### config.mk
export PLATFORM = sky130hd
export DESIGN_NAME = riscv_button_event_gen
export DESIGN_NICKNAME = d
export VERILOG_FILES = /design/src/rtl/riscv_button_event_gen.sv
export SDC_FILE = /design/constraint.sdc
export NUM_CORES = 1
export LEC_CHECK = 0
export BUFFER_PORTS_ARGS = -buffer_cell sky130_fd_sc_hd__buf_2
export CAP_MARGIN = 10
export CORE_MARGIN = 10
export CORE_UTILIZATION = 40
export DETAILED_ROUTE_END_ITERATION = 10
export RECOVER_POWER = 50
export SYNTH_ARGS = -nofsm -noshare
export SYNTH_HDL_FRONTEND = slang
export SYNTH_SLANG_ARGS = --single-unit
### constraint.sdc
create_clock -name clk -period 1.7 [get_ports clk]
set_input_delay 0.085 -clock clk [delete_from_list [all_inputs] [get_ports clk]]
set_output_delay 0.085 -clock clk [all_outputs]
set_load 0.005 [all_outputs]
### src/rtl/riscv_button_event_gen.sv
// riscv_button_event_gen
// Turns a clean, clk-synchronous button level into press / release / long-press
// / auto-repeat event pulses, a "held" level and a modulo-256 press counter.
// Every output is a register; nothing combinational reaches a port.
//
// Optional feature: define RISCV_BTN_AUTOREPEAT_EN to enable auto-repeat pulses
// while a long press is held. Without it repeat_pulse stays 0 and the timer
// freezes once the long press has been reported.
//
// A button already held when reset releases must be seen low once (WAIT_LOW)
// before a press can be accepted, so reset never manufactures a press event.

module riscv_button_event_gen #(
    parameter int LONG_CYCLES   = 50000000,
    parameter int REPEAT_CYCLES = 10000000
) (
    input  logic       clk,
    input  logic       reset,
    input  logic       debounced,
    input  logic       count_clr,
    output logic       press_pulse,
    output logic       release_pulse,
    output logic       long_pulse,
    output logic       repeat_pulse,
    output logic       held,
    output logic [7:0] press_count
);

    // The timer only ever counts up to (terminal count - 1), so $clog2 of the
    // larger period is always wide enough to hold it without overflow.
    localparam int MAX_CYCLES = (LONG_CYCLES > REPEAT_CYCLES) ? LONG_CYCLES : REPEAT_CYCLES;
    localparam int TW         = $clog2(MAX_CYCLES);

    localparam logic [TW-1:0] LONG_TC = TW'(LONG_CYCLES - 1);
`ifdef RISCV_BTN_AUTOREPEAT_EN
    localparam logic [TW-1:0] REPEAT_TC = TW'(REPEAT_CYCLES - 1);
`endif

    typedef enum logic [1:0] {
        WAIT_LOW,
        IDLE,
        PRESSED,
        LONG
    } state_t;

    state_t        state;
    state_t        state_next;
    logic [TW-1:0] timer;
    logic [TW-1:0] timer_next;

    logic       press_next;
    logic       release_next;
    logic       long_next;
    logic       repeat_next;
    logic       held_next;
    logic [7:0] count_next;

    // State register: state, timer, and the registered copies of every output.
    // NOTE: sequential state uses non-blocking (<=) so all registers update
    // together from values sampled before the edge.
    always_ff @(posedge clk) begin
        if (reset) begin
            state         <= WAIT_LOW;
            timer         <= '0;
            press_pulse   <= 1'b0;
            release_pulse <= 1'b0;
            long_pulse    <= 1'b0;
            repeat_pulse  <= 1'b0;
            held          <= 1'b0;
            press_count   <= 8'd0;
        end else begin
            state         <= state_next;
            timer         <= timer_next;
            press_pulse   <= press_next;
            release_pulse <= release_next;
            long_pulse    <= long_next;
            repeat_pulse  <= repeat_next;
            held          <= held_next;
            press_count   <= count_next;
        end
    end

    // Next-state and timer logic; release always wins over a terminal count.
    always_comb begin
        // NOTE: defaults first so every path assigns and no latch is inferred.
        state_next = state;
        timer_next = timer;
        case (state)
            WAIT_LOW: begin
                if (!debounced) state_next = IDLE;
            end
            IDLE: begin
                if (debounced) begin
                    state_next = PRESSED;
                    timer_next = '0;
                end
            end
            PRESSED: begin
                if (!debounced) begin
                    state_next = IDLE;
                end else if (timer == LONG_TC) begin
                    state_next = LONG;
                    timer_next = '0;
                end else begin
                    timer_next = timer + TW'(1);
                end
            end
            LONG: begin
                if (!debounced) begin
                    state_next = IDLE;
`ifdef RISCV_BTN_AUTOREPEAT_EN
                end else if (timer == REPEAT_TC) begin
                    timer_next = '0;
                end else begin
                    timer_next = timer + TW'(1);
`endif
                end
            end
            default: state_next = WAIT_LOW;
        endcase
    end

    // Output decode: values the output registers take on the coming edge.
    always_comb begin
        press_next   = (state == IDLE) && debounced;
        release_next = ((state == PRESSED) || (state == LONG)) && !debounced;
        long_next    = (state == PRESSED) && debounced && (timer == LONG_TC);
`ifdef RISCV_BTN_AUTOREPEAT_EN
        repeat_next  = (state == LONG) && debounced && (timer == REPEAT_TC);
`else
        repeat_next  = 1'b0;
`endif
        held_next    = (state_next == PRESSED) || (state_next == LONG);
        if (count_clr) begin
            count_next = 8'd0;
        end else if (press_next) begin
            count_next = press_count + 8'd1;
        end else begin
            count_next = press_count;
        end
    end

endmodule
* After elaboration in Yosys (flattened, before gate mapping)
Cells that the tools add are included.
** Cells by class
- Reduce and logical (&&, ||, !) cells :: 12
- Multiplexer cells :: 9
- Eq/ne operators :: 8
- $add $sub $neg :: 2
** Operator list (count)
- 26-bit 2-to-1 mux :: 3
- 26-bit one-hot mux with 2 select lines :: 1
- 26-bit by 1-bit adder with 26-bit output (second input constant) :: 1
- 26-bit == test (second input constant) :: 1
- 8-bit by 1-bit adder with 8-bit output (second input constant) :: 1
- 2-bit == test (second input constant) :: 4
- 2-bit 2-to-1 mux :: 4
- 2-bit one-hot mux with 3 select lines :: 1
- 1-bit logical AND :: 4
- 2-bit inequality test (second input constant) :: 2
- 2-bit OR reduction :: 2
- 3-bit AND reduction :: 1
- 2-bit by 1-bit == test with 1-bit output (second input constant) :: 1
- 2-bit logical NOT :: 1
- 1-bit logical OR :: 2
- 2-bit nonzero test :: 1
- 1-bit logical NOT :: 1
** Storage, ports and cells
- Output and inout port bits :: 13
- Input port bits :: 4
- Word-level logic and storage cells :: 38
- Bits in registers :: 40

* Longest topological paths before layout
Gate-level depths: netlist (run 1).
- Depth after elaboration :: 6
- Mapped depth :: 10
- Mapped depth without buffers :: 7

* Worst setup path after synthesis (run 1)
OpenSTA, ideal clock, no wires.
- Path kind :: reg2reg
- Start point :: register timer[0]
- End point :: register timer[21]
- Arrival time :: 1.719 ns
- Required time :: 1.578 ns
- Setup slack :: -0.141 ns
- Period minus slack after synthesis :: 1.841 ns
- Library setup time :: 0.122 ns
- Buffers on the path :: 2
- Cell stages (with the launch flop) :: 9
- Path through :: dfxtp_1 ha_1 and4_1 buf_6 nand4_4 o31a_1 buf_6 o311a_1 a221o_1
** On the way
- Word-level cells in the longest chain between the ends :: 4
- Elaborated cells on any way between the ends :: 5
- Those cells by class :: add/sub (1); eq/ne (1); mux (3)
** RTL lines
- start: declaration :: RTL line 48 : logic [TW-1:0] timer;
- start signal: assignment :: RTL line 73 : timer <= timer_next;
- 26-bit by 1-bit adder with 26-bit output or 26-bit == test (tied branches) :: RTL line 105, 101
- 26-bit 2-to-1 mux (*) :: RTL line 101 : end else if (timer == LONG_TC) begin
- 26-bit 2-to-1 mux (*) :: RTL line 99 : if (!debounced) begin
- 26-bit one-hot mux with 2 select lines (*) :: RTL line 88 : case (state)
Mark *: on every way between the ends. The rest lies on a longest branch, timed or not. The select of a mux whose other input is x is not followed.
A chain may end at the register's enable or synchronous reset.

* Worst setup path in the final report (run 1)
Ends and elaborated chain as after synthesis.

==> results.yml, run 1 <==
hold_path:
  hold_depth: 3
  hold_wc_path_type: "in2reg"
worst_setup_path:
  path_class: "reg2reg"
  rr_startpoint: "timer[0]"
  setup.worst_path.start: "timer[0]"
  worstPathArrival_ps: 1910
  reg2reg_setup_slack_ps: -20
  critical_path_cell_sequence: "buf_4, nand4_2, or3_4, o311a_1, a221o_1"
  worstPathMaxFanout: 8
  critPathCapture: "timer[21]"
  critical_path.max_stage_delay_ps: 470
  critPathSlowestCell: "sky130_fd_sc_hd__or3_4"
  worst_r2r_path_depth: 5
  worstSetupEndpointType: "flip-flop"
  rr_endpoint: "timer[21]"
  worst_setup_path_start_kind: "flip-flop"
  timing.critical_path.required_ps: 1890
flow_run:
  maxCapViolations: 0
synthesis:
  synth_nets: 252
  synth_ff_type: "sky130_fd_sc_hd__dfxtp_1"
  synth_sequential_area_ratio: 0.388
  total_of_flip_flops_plus_latches_after_synthesis: 40
  synth-warning-count: 0
  async_reset_ff_frac: 0
  netlist_instances: 243
  synthesis.area_sq_um: 2060
  syn-mean-instance-area_sq_um: 8.49
  yosysUniqueCellTypes: 51
  synth_edf_count: 0
timing:
  hold_viol_final: 0
  setup_viol: 1
  final.hold.worst_slack_ps: 108
  fin_tns_setup_ps: -22.6
  clock.fmax_mhz: 581
  period_minus_slack_ps: 1720
  skew_ps: 15.6
  timing.final.crit_share: 1.01
  rsz0062_at_grt: "true"
  layout_setup_ws_ps: -22.6
  timing.final.max_slew_violations: 0
placed_design:
  finalWeightedCongestion: 0.818
  port_buffer_count: 15
  placed_cells: 370
  post_dp_hpwl_microns: 3670
clocking:
  clock_sinks: 40
  clock_latency_ps: 300
  clkTransAtPathRegs_ps: 90
  cts_made_buffers: 5
  cts-htree-levels: 2
  clk_root_buf: "sky130_fd_sc_hd__clkbuf_8"
  ctsLongestPathBuffers: 2
  cts_tree: "yes"
global_route:
  first_global_vias: 1999
  grt_start_max_net_pins: 16
  grt_first_pass_wirelength_microns: 8870
  antenna_violations_before_repair: 0
  grt_residual_overflow: 0
  global_route_usage_over_all_layers: 0.124
final_layout:
  design.final.nets: 322
  layout-drive-gt1-share: 0.401
  fill_cells: 442
  final_common_cell: "sky130_fd_sc_hd__buf_4"
  antenna-diode-count: 0
  flow.area_growth_from_synthesis_pct: 42.4
  mostFrequentLayoutCells: "58 x sky130_fd_sc_hd__buf_4, 34 x sky130_fd_sc_hd__dfxtp_1, 26 x sky130_fd_sc_hd__nor2_1, 19 x sky130_fd_sc_hd__nand2_1, 11 x sky130_fd_sc_hd__clkbuf_1"
  final-instance-count-excl-fill: 384
floorplanning:
  io-pin-count: 17
  fp.dieArea_sq_um: 8430
  chipHeight_microns: 91.8
  dieWidth_microns: 91.8
  floorplan_core_area_sq_um: 5040
  core.rowCount: 26
  initial_utilization: 0.409
power:
  peakVddDrop_uv: 438
  overall_power_mw: 1.96
  p_leak_nw: 1.16
  power_per_cell_area_nw_per_um2: 668
run_status:
  result_of_the_run: "complete, but fails checks"
  violations: "negative setup slack"
route:
  route.met3.wl_microns: 289
  via_per_inst: 5.24
  wl_met1_microns: 2440
  highest_metal_used: "met4"
  num_vias: 2014
  1st_iter_drt_viols: 90
  post-route-drc-count: 0
  routedWlPerCell_microns: 14.1
  antenna_left: 0
  detailedRoute.firstPassIterationCount: 4
  total_routed_wirelength_microns: 5430
  met2_length_microns: 2640
[worst min path at each step]
stage,from,endpoint
detailed placement,debounced,release_pulse
floorplan,reset,state[0]
CTS,debounced,release_pulse
finish,debounced,release_pulse
global placement,debounced,release_pulse
global route,debounced,release_pulse
[what timing repair did]
action	CTS	global route
hold endpoints to repair	0	0
pin swaps	1	16
endpoints found under the setup margin	24	30
cloned	0	1
hold buffers	0	0
gates resized for setup	14	43
setup buffers	0	5
[where the power goes]
group	switching, mW	internal (mW)
Clock	0.351	0.435
Sequential	0.00613	0.946
Combinational	0.128	0.0958
Total	0.485	1.48
[sequential cells by signal, indices dropped and copies added, names as in the netlist]
| name | cells |
|---|---|
| press_count | 8 |
| held | 1 |
| press_pulse | 1 |
| state | 2 |
| timer | 26 |
| long_pulse | 1 |
| release_pulse | 1 |
[routing by layer]
metal	vias to the layer above	global-route usage
met4	0	0.0360
met2	34	0.211
met5	-	0
li1	1023	-
met3	7	0.0399
met1	950	0.147
[cells by family after synthesis]
family	count (synthesis)	share of synthesized area
xor gates and xnor gates	16	0.0680
AOI/OAI and AO/OA	47	0.151
DFF	40	0.388
buffers and inverters	20	0.0601
other	1	0.00182
and+or+nand+nor	114	0.300
adders and majority gates	5	0.0303
[layout make-up]
| cell class | instances | area [sq um] | area share |
|---|---|---|---|
| Tap cell | 70 | 87.6 | 0.0298 |
| Clock inverter | 3 | 42.5 | 0.0145 |
| Inverter | 6 | 22.5 | 0.00767 |
| Timing Repair Buffer | 76 | 531 | 0.181 |
| Sequential cell | 40 | 813 | 0.277 |
| Clock buffer | 5 | 68.8 | 0.0234 |
| Multi-Input combinational cell | 184 | 1370 | 0.467 |
[through the flow]
stage	instance area, sq um	setup WS [ps]	util
final	2940	-22.6	0.582
after global routing	2940	-68.6	0.582
after CTS	2730	-9.57	0.541
after detailed placement	2570	-169	0.509
after global placement	2570	-111	0.509
after floorplan	2090	-50.3	-
[critical path: cells and delay by family (launching register included)]
kind / cells / cell delay, ps
buf+inv: 1 / 130
flops: 1 / 370
simple gates: 2 / 550
compound gates: 2 / 570
[synth_stat cells, types with 6 or more instances]
cell	count	share of area
sky130_fd_sc_hd__nor3_1	8	0.019
sky130_fd_sc_hd__xnor2_1	7	0.030
sky130_fd_sc_hd__nor2_1	28	0.051
sky130_fd_sc_hd__a21oi_1	12	0.029
sky130_fd_sc_hd__nand4_1	7	0.021
sky130_fd_sc_hd__a31oi_1	10	0.030
sky130_fd_sc_hd__nand3_1	12	0.029
sky130_fd_sc_hd__nand2_1	24	0.044
sky130_fd_sc_hd__xor2_1	9	0.038
sky130_fd_sc_hd__inv_1	6	0.011
sky130_fd_sc_hd__nor4_1	6	0.018
sky130_fd_sc_hd__dfxtp_1	40	0.39
(Power assumes the default switching activity.)
==> run 2: changes to the inputs <==
Settings changed: CTS_CLUSTER_SIZE set to 28.
Clock period 1.7 ns to 1.9 ns, I/O delays scaled along.
==> results.yml, run 2 (same netlist as run 1, synthesis figures left out) <==
run_status:
  result_of_the_run: "finished, final reports clean"
final_layout:
  mostFrequentLayoutCells: "35 x sky130_fd_sc_hd__dfxtp_1, 28 x sky130_fd_sc_hd__nor2_1, 23 x sky130_fd_sc_hd__nand2_1, 15 x sky130_fd_sc_hd__buf_4"
  final_common_cell: "sky130_fd_sc_hd__dfxtp_1"
  antenna-diode-count: 0
  largest_register_ff_count: 26
  finish.instance_area_sq_um: 2410
  regArea_sq_um: 810
  fill_cells: 522
  final-instance-count-excl-fill: 340
  design.final.nets: 278
  layout_top_registers: "timer x26, press_count x8, state x2"
  flow.area_growth_from_synthesis_pct: 16.8
  multi_input_area_sq_um: 1170
  finalCoreUtilization: 0.478
  layout-drive-gt1-share: 0.193
  largest-register: "timer"
power:
  overall_power_mw: 1.68
  peakVddDrop_uv: 455
  sw_frac_of_total: 0.236
  switchingPower_mw: 0.396
  p_leak_nw: 0.855
  clkPwrFrac: 0.410
  share_comb_of_total_power: 0.081
  power.internal_mw: 1.29
  sequentialPowerShare: 0.509
  power_per_cell_area_nw_per_um2: 698
clocking:
  cts_made_buffers: 5
  cts_tree: "yes"
  clk_root_buf: "sky130_fd_sc_hd__clkbuf_8"
  clock_latency_ps: 290
  ctsLongestPathBuffers: 2
  cts-htree-levels: 2
  ctsHoldBuffers: 0
  clkTransAtPathRegs_ps: 80
  clock_sinks: 40
worst_setup_path:
  worst_setup_path_start_kind: "flip-flop"
  critical_path.max_stage_delay_ps: 390
  worstPathArrival_ps: 2000
  critical_path_cell_sequence: "ha_4, and4_4, nand4_4, o31a_1, buf_6, a221o_1"
  worstSetupEndpointType: "flip-flop"
  reg2reg_setup_slack_ps: 70
  rr_endpoint: "timer[21]"
  timing.critical_path.required_ps: 2080
  critPathSlowestCell: "sky130_fd_sc_hd__o31a_1"
  worstPathMaxFanout: 8
  worst_r2r_path_depth: 6
  path_class: "reg2reg"
  rr_startpoint: "timer[0]"
global_route:
  grt_residual_overflow: 0
  grt_use_met1: 0.143
  grt_most_used_layer: "met2"
  antenna_violations_before_repair: 0
  first_global_vias: 1747
  global_route_usage_over_all_layers: 0.113
  grt_start_max_net_pins: 16
  grt_first_pass_wirelength_microns: 7980
  groute.layer.met2.usage: 0.175
  use_met3: 0.0342
route:
  antenna_left: 0
  via_per_inst: 5.35
  detailedRoute.firstPassIterationCount: 4
  routedWlPerCell_microns: 13.4
  post-route-drc-count: 0
  num_vias: 1820
  total_routed_wirelength_microns: 4560
  1st_iter_drt_viols: 116
floorplanning:
  chipHeight_microns: 91.8
  core.rowCount: 26
  io-pin-count: 17
  dieWidth_microns: 91.8
  floorplan_core_area_sq_um: 5040
  fp.dieArea_sq_um: 8430
  initial_utilization: 0.409
timing:
  period_minus_slack_ps: 1830
  timing.final.crit_share: 0.962
  rsz0062_at_grt: "false"
  fin_tns_setup_ps: 0
  skew_ps: 8.08
  timing.final.max_slew_violations: 0
  setup_viol: 0
  hold_viol_final: 0
  clock.fmax_mhz: 547
placed_design:
  placed_cells: 330
  finalWeightedCongestion: 0.867
  post_dp_hpwl_microns: 3270
  placedInstanceArea_sq_um: 2240
  port_buffer_count: 15
hold_path:
  holdPathEnd: "release_pulse"
  hold_depth: 2
  min_from: "debounced"
  hold_wc_path_type: "in2reg"
flow_run:
  maxCapViolations: 0
-- run 2: cell types whose count changed in the layout (fill, tap and decap cells not counted), moves of 4 or more --
cell	delta
sky130_fd_sc_hd__a21oi_2	-4
sky130_fd_sc_hd__a21oi_1	+4
sky130_fd_sc_hd__buf_4	-43
sky130_fd_sc_hd__nand2_1	+4
sky130_fd_sc_hd__nand2_2	-4
sky130_fd_sc_hd__nor4_4	-4
-- run 2: per-stage QoR --
stage | setup WS, ps | hold slack, ps
floorplan | 59.4 | 253
global placement | 74.7 | 386
detailed placement | 21.8 | 382
CTS | 14.7 | 68.3
global route | 6.48 | 79.9
finish | 72.4 | 79.5
-- run 2: per-layer routing --
| layer | up-vias | wire length [microns] |
|---|---|---|
| met3 | 5 | 252 |
| met4 | 0 | 63 |
| li1 | 927 | - |
| met2 | 38 | 2000 |
| met1 | 850 | 2240 |
| met5 | - | 0 |
-- run 2: timing repair --
| action | 4_1_cts | 5_1_grt |
|---|---|---|
| pin swaps | 0 | 1 |
| setup buffers | 0 | 2 |
| gates cloned | 0 | 0 |
| resized for setup | 1 | 19 |
| endpoints found under the setup margin | 1 | 18 |
| endpoints found under the hold margin | 0 | 0 |
-- run 2: how the worst max path moves through the flow --
stage               startpoint         to  slack, ps  depth (start not counted)
floorplan             timer[0]  timer[21]         60                          8
global placement      timer[1]  timer[21]         70                          6
detailed placement    timer[1]  timer[21]         20                          6
CTS                   timer[1]  timer[21]         10                          6
global route          timer[0]  timer[21]          6                          6
finish                timer[0]  timer[21]         70                          6
-- run 2: layout make-up --
class / count / share of cell area
multi-input cells: 183 / 0.487
flip-flops and latches: 40 / 0.336
repair buffers: 33 / 0.0868
well taps: 70 / 0.0364
clock buffers: 6 / 0.0301
clock inverters: 2 / 0.0145
inverters: 6 / 0.00935
-- run 2: power by group through the flow --
stage / logic [mW] / registers [mW] / clock network (mW)
2_1_floorplan: 0.0943 / 0.876 / 0
3_3_place_gp: 0.135 / 0.876 / 0
3_5_place_dp: 0.135 / 0.876 / 0
4_1_cts: 0.135 / 0.856 / 0.704
5_1_grt: 0.155 / 0.857 / 0.733
6_report: 0.137 / 0.856 / 0.690
-- run 2: worst max-delay path: cells and delay by family, from the launching register on --
family	cells	cell delay (ps)
AOI/OAI and AO/OA	2	670
adders and majority gates	1	150
buffers and inverters	1	160
DFF	1	370
and+or+nand+nor	2	360
==> run 3: changes to the inputs <==
Settings changed: MAX_ROUTING_LAYER set to met4, PLACE_DENSITY set to 0.58.
==> results.yml, run 3 (same netlist as run 1, synthesis figures left out) <==
run_status:
  result_of_the_run: "finished, final reports clean"
global_route:
  first_global_vias: 1750
  grt_first_pass_wirelength_microns: 8270
  grt_residual_overflow: 0
  global_route_usage_over_all_layers: 0.120
  grt_start_max_net_pins: 16
  antenna_violations_before_repair: 0
route:
  routedWlPerCell_microns: 14.0
  via_per_inst: 5.46
  detailedRoute.firstPassIterationCount: 4
  1st_iter_drt_viols: 116
  antenna_left: 0
  total_routed_wirelength_microns: 4730
  num_vias: 1844
  post-route-drc-count: 0
final_layout:
  largest-register: "timer"
  fill_cells: 522
  layout_top_registers: "timer x26, press_count x8, state x2"
  mostFrequentLayoutCells: "38 x sky130_fd_sc_hd__dfxtp_1, 28 x sky130_fd_sc_hd__nor2_1, 23 x sky130_fd_sc_hd__nand2_1, 13 x sky130_fd_sc_hd__buf_4"
  antenna-diode-count: 0
  layout-drive-gt1-share: 0.175
  design.final.nets: 276
  flow.area_growth_from_synthesis_pct: 15.2
  finish.instance_area_sq_um: 2370
  multi_input_area_sq_um: 1180
  regArea_sq_um: 803
  final_common_cell: "sky130_fd_sc_hd__dfxtp_1"
  largest_register_ff_count: 26
floorplanning:
  fp.dieArea_sq_um: 8430
  chipHeight_microns: 91.8
  dieWidth_microns: 91.8
  io-pin-count: 17
  floorplan_core_area_sq_um: 5040
  core.rowCount: 26
  initial_utilization: 0.409
placed_design:
  finalWeightedCongestion: 0.811
  post_dp_hpwl_microns: 3410
  port_buffer_count: 15
  placedInstanceArea_sq_um: 2240
clocking:
  cts_made_buffers: 5
  clock_latency_ps: 290
  cts_tree: "yes"
  ctsHoldBuffers: 0
  clkTransAtPathRegs_ps: 80
  ctsLongestPathBuffers: 2
  clock_sinks: 40
  clk_root_buf: "sky130_fd_sc_hd__clkbuf_8"
  cts-htree-levels: 2
worst_setup_path:
  rr_startpoint: "timer[2]"
  critical_path.n_buffers_inverters: 0
  timing.critical_path.required_ps: 2080
  worst_r2r_path_depth: 4
  setup.worst_path.start: "timer[2]"
  logic_depth_of_the_worst_setup_path_including_buffers: 4
  reg2reg_setup_slack_ps: 100
  critPathSlowestCell: "sky130_fd_sc_hd__or3_4"
  critPathCapture: "timer[21]"
  critical-path-top-delay-family: "compound AO/OA/AOI/OAI gates"
  critical_path_cell_sequence: "nand4_2, or3_4, o311a_1, a221o_1"
  path_class: "reg2reg"
  worstSetupEndpointType: "flip-flop"
  critical_path.max_stage_delay_ps: 460
  worstPathMaxFanout: 8
  rr_endpoint: "timer[21]"
  worst_setup_path_start_kind: "flip-flop"
  worstPathArrival_ps: 1990
timing:
  skew_ps: 7.38
  timing.final.max_slew_violations: 0
  clock.fmax_mhz: 554
  timing.final.crit_share: 0.949
  rsz0062_at_grt: "true"
  period_minus_slack_ps: 1800
  setup_viol: 0
  hold_viol_final: 0
hold_path:
  hold_wc_path_type: "in2reg"
  min_from: "debounced"
power:
  overall_power_mw: 1.59
  p_leak_nw: 0.833
  power_per_cell_area_nw_per_um2: 670
  peakVddDrop_uv: 311
flow_run:
  maxCapViolations: 0
## run 3: worst reg2reg max path: stages, from the launching register on
cell,delay [ps]
sky130_fd_sc_hd__dfxtp_1,440
sky130_fd_sc_hd__nand4_2,160
sky130_fd_sc_hd__or3_4,460
sky130_fd_sc_hd__o311a_1,370
sky130_fd_sc_hd__a221o_1,270
## run 3: how the worst min path moves through the flow
stage,endpoint,cells past startpoint,slack (ps)
6_report,release_pulse,2,80
5_1_grt,release_pulse,2,100
4_1_cts,release_pulse,2,70
3_5_place_dp,release_pulse,2,390
3_3_place_gp,release_pulse,2,390
2_1_floorplan,state[0],2,250
## run 3: through the flow
| stage | hold WS [ps] | setup TNS [ps] | utilization | setup slack (ps) | cells |
|---|---|---|---|---|---|
| after floorplan | 253 | 0 | - | 59.4 | 243 |
| after global placement | 388 | 0 | 0.445 | 22.9 | 330 |
| after detailed placement | 392 | -18.3 | 0.445 | -18.3 | 330 |
| after CTS | 72.2 | 0 | 0.464 | 37.6 | 338 |
| after global routing | 100 | -119 | 0.471 | -65.9 | 338 |
| final | 77.0 | 0 | 0.471 | 96.3 | 338 |
## run 3: cell type report
type | instances | area share
clock buffer | 6 | 0.0348
clock inverter | 2 | 0.00421
inverter | 6 | 0.00948
multi-input combinational | 183 | 0.498
sequential | 40 | 0.338
tap | 70 | 0.0369
timing repair buffer | 31 | 0.0785
## run 3: power by group
group	total (mW)	switching (mW)	internal, mW
Combinational	0.144	0.0915	0.0528
Clock	0.588	0.298	0.290
Sequential	0.858	0.00970	0.849
Total	1.59	0.399	1.19
## run 3: routing by layer
metal | share of wire | up-vias | track usage
li1 | - | 927 | -
met1 | 0.45 | 859 | 0.142
met2 | 0.47 | 49 | 0.191
met3 | 0.066 | 9 | 0.0350
met4 | 0.016 | 0 | 0.0424
met5 | 0 | - | -
## run 3: timing repair
item / 4_1_cts / 5_1_grt
buffers inserted: 0 / 0
endpoints found under the setup margin: 1 / 17
cloned: 0 / 0
gates resized for setup: 2 / 14
pin swaps: 0 / 2
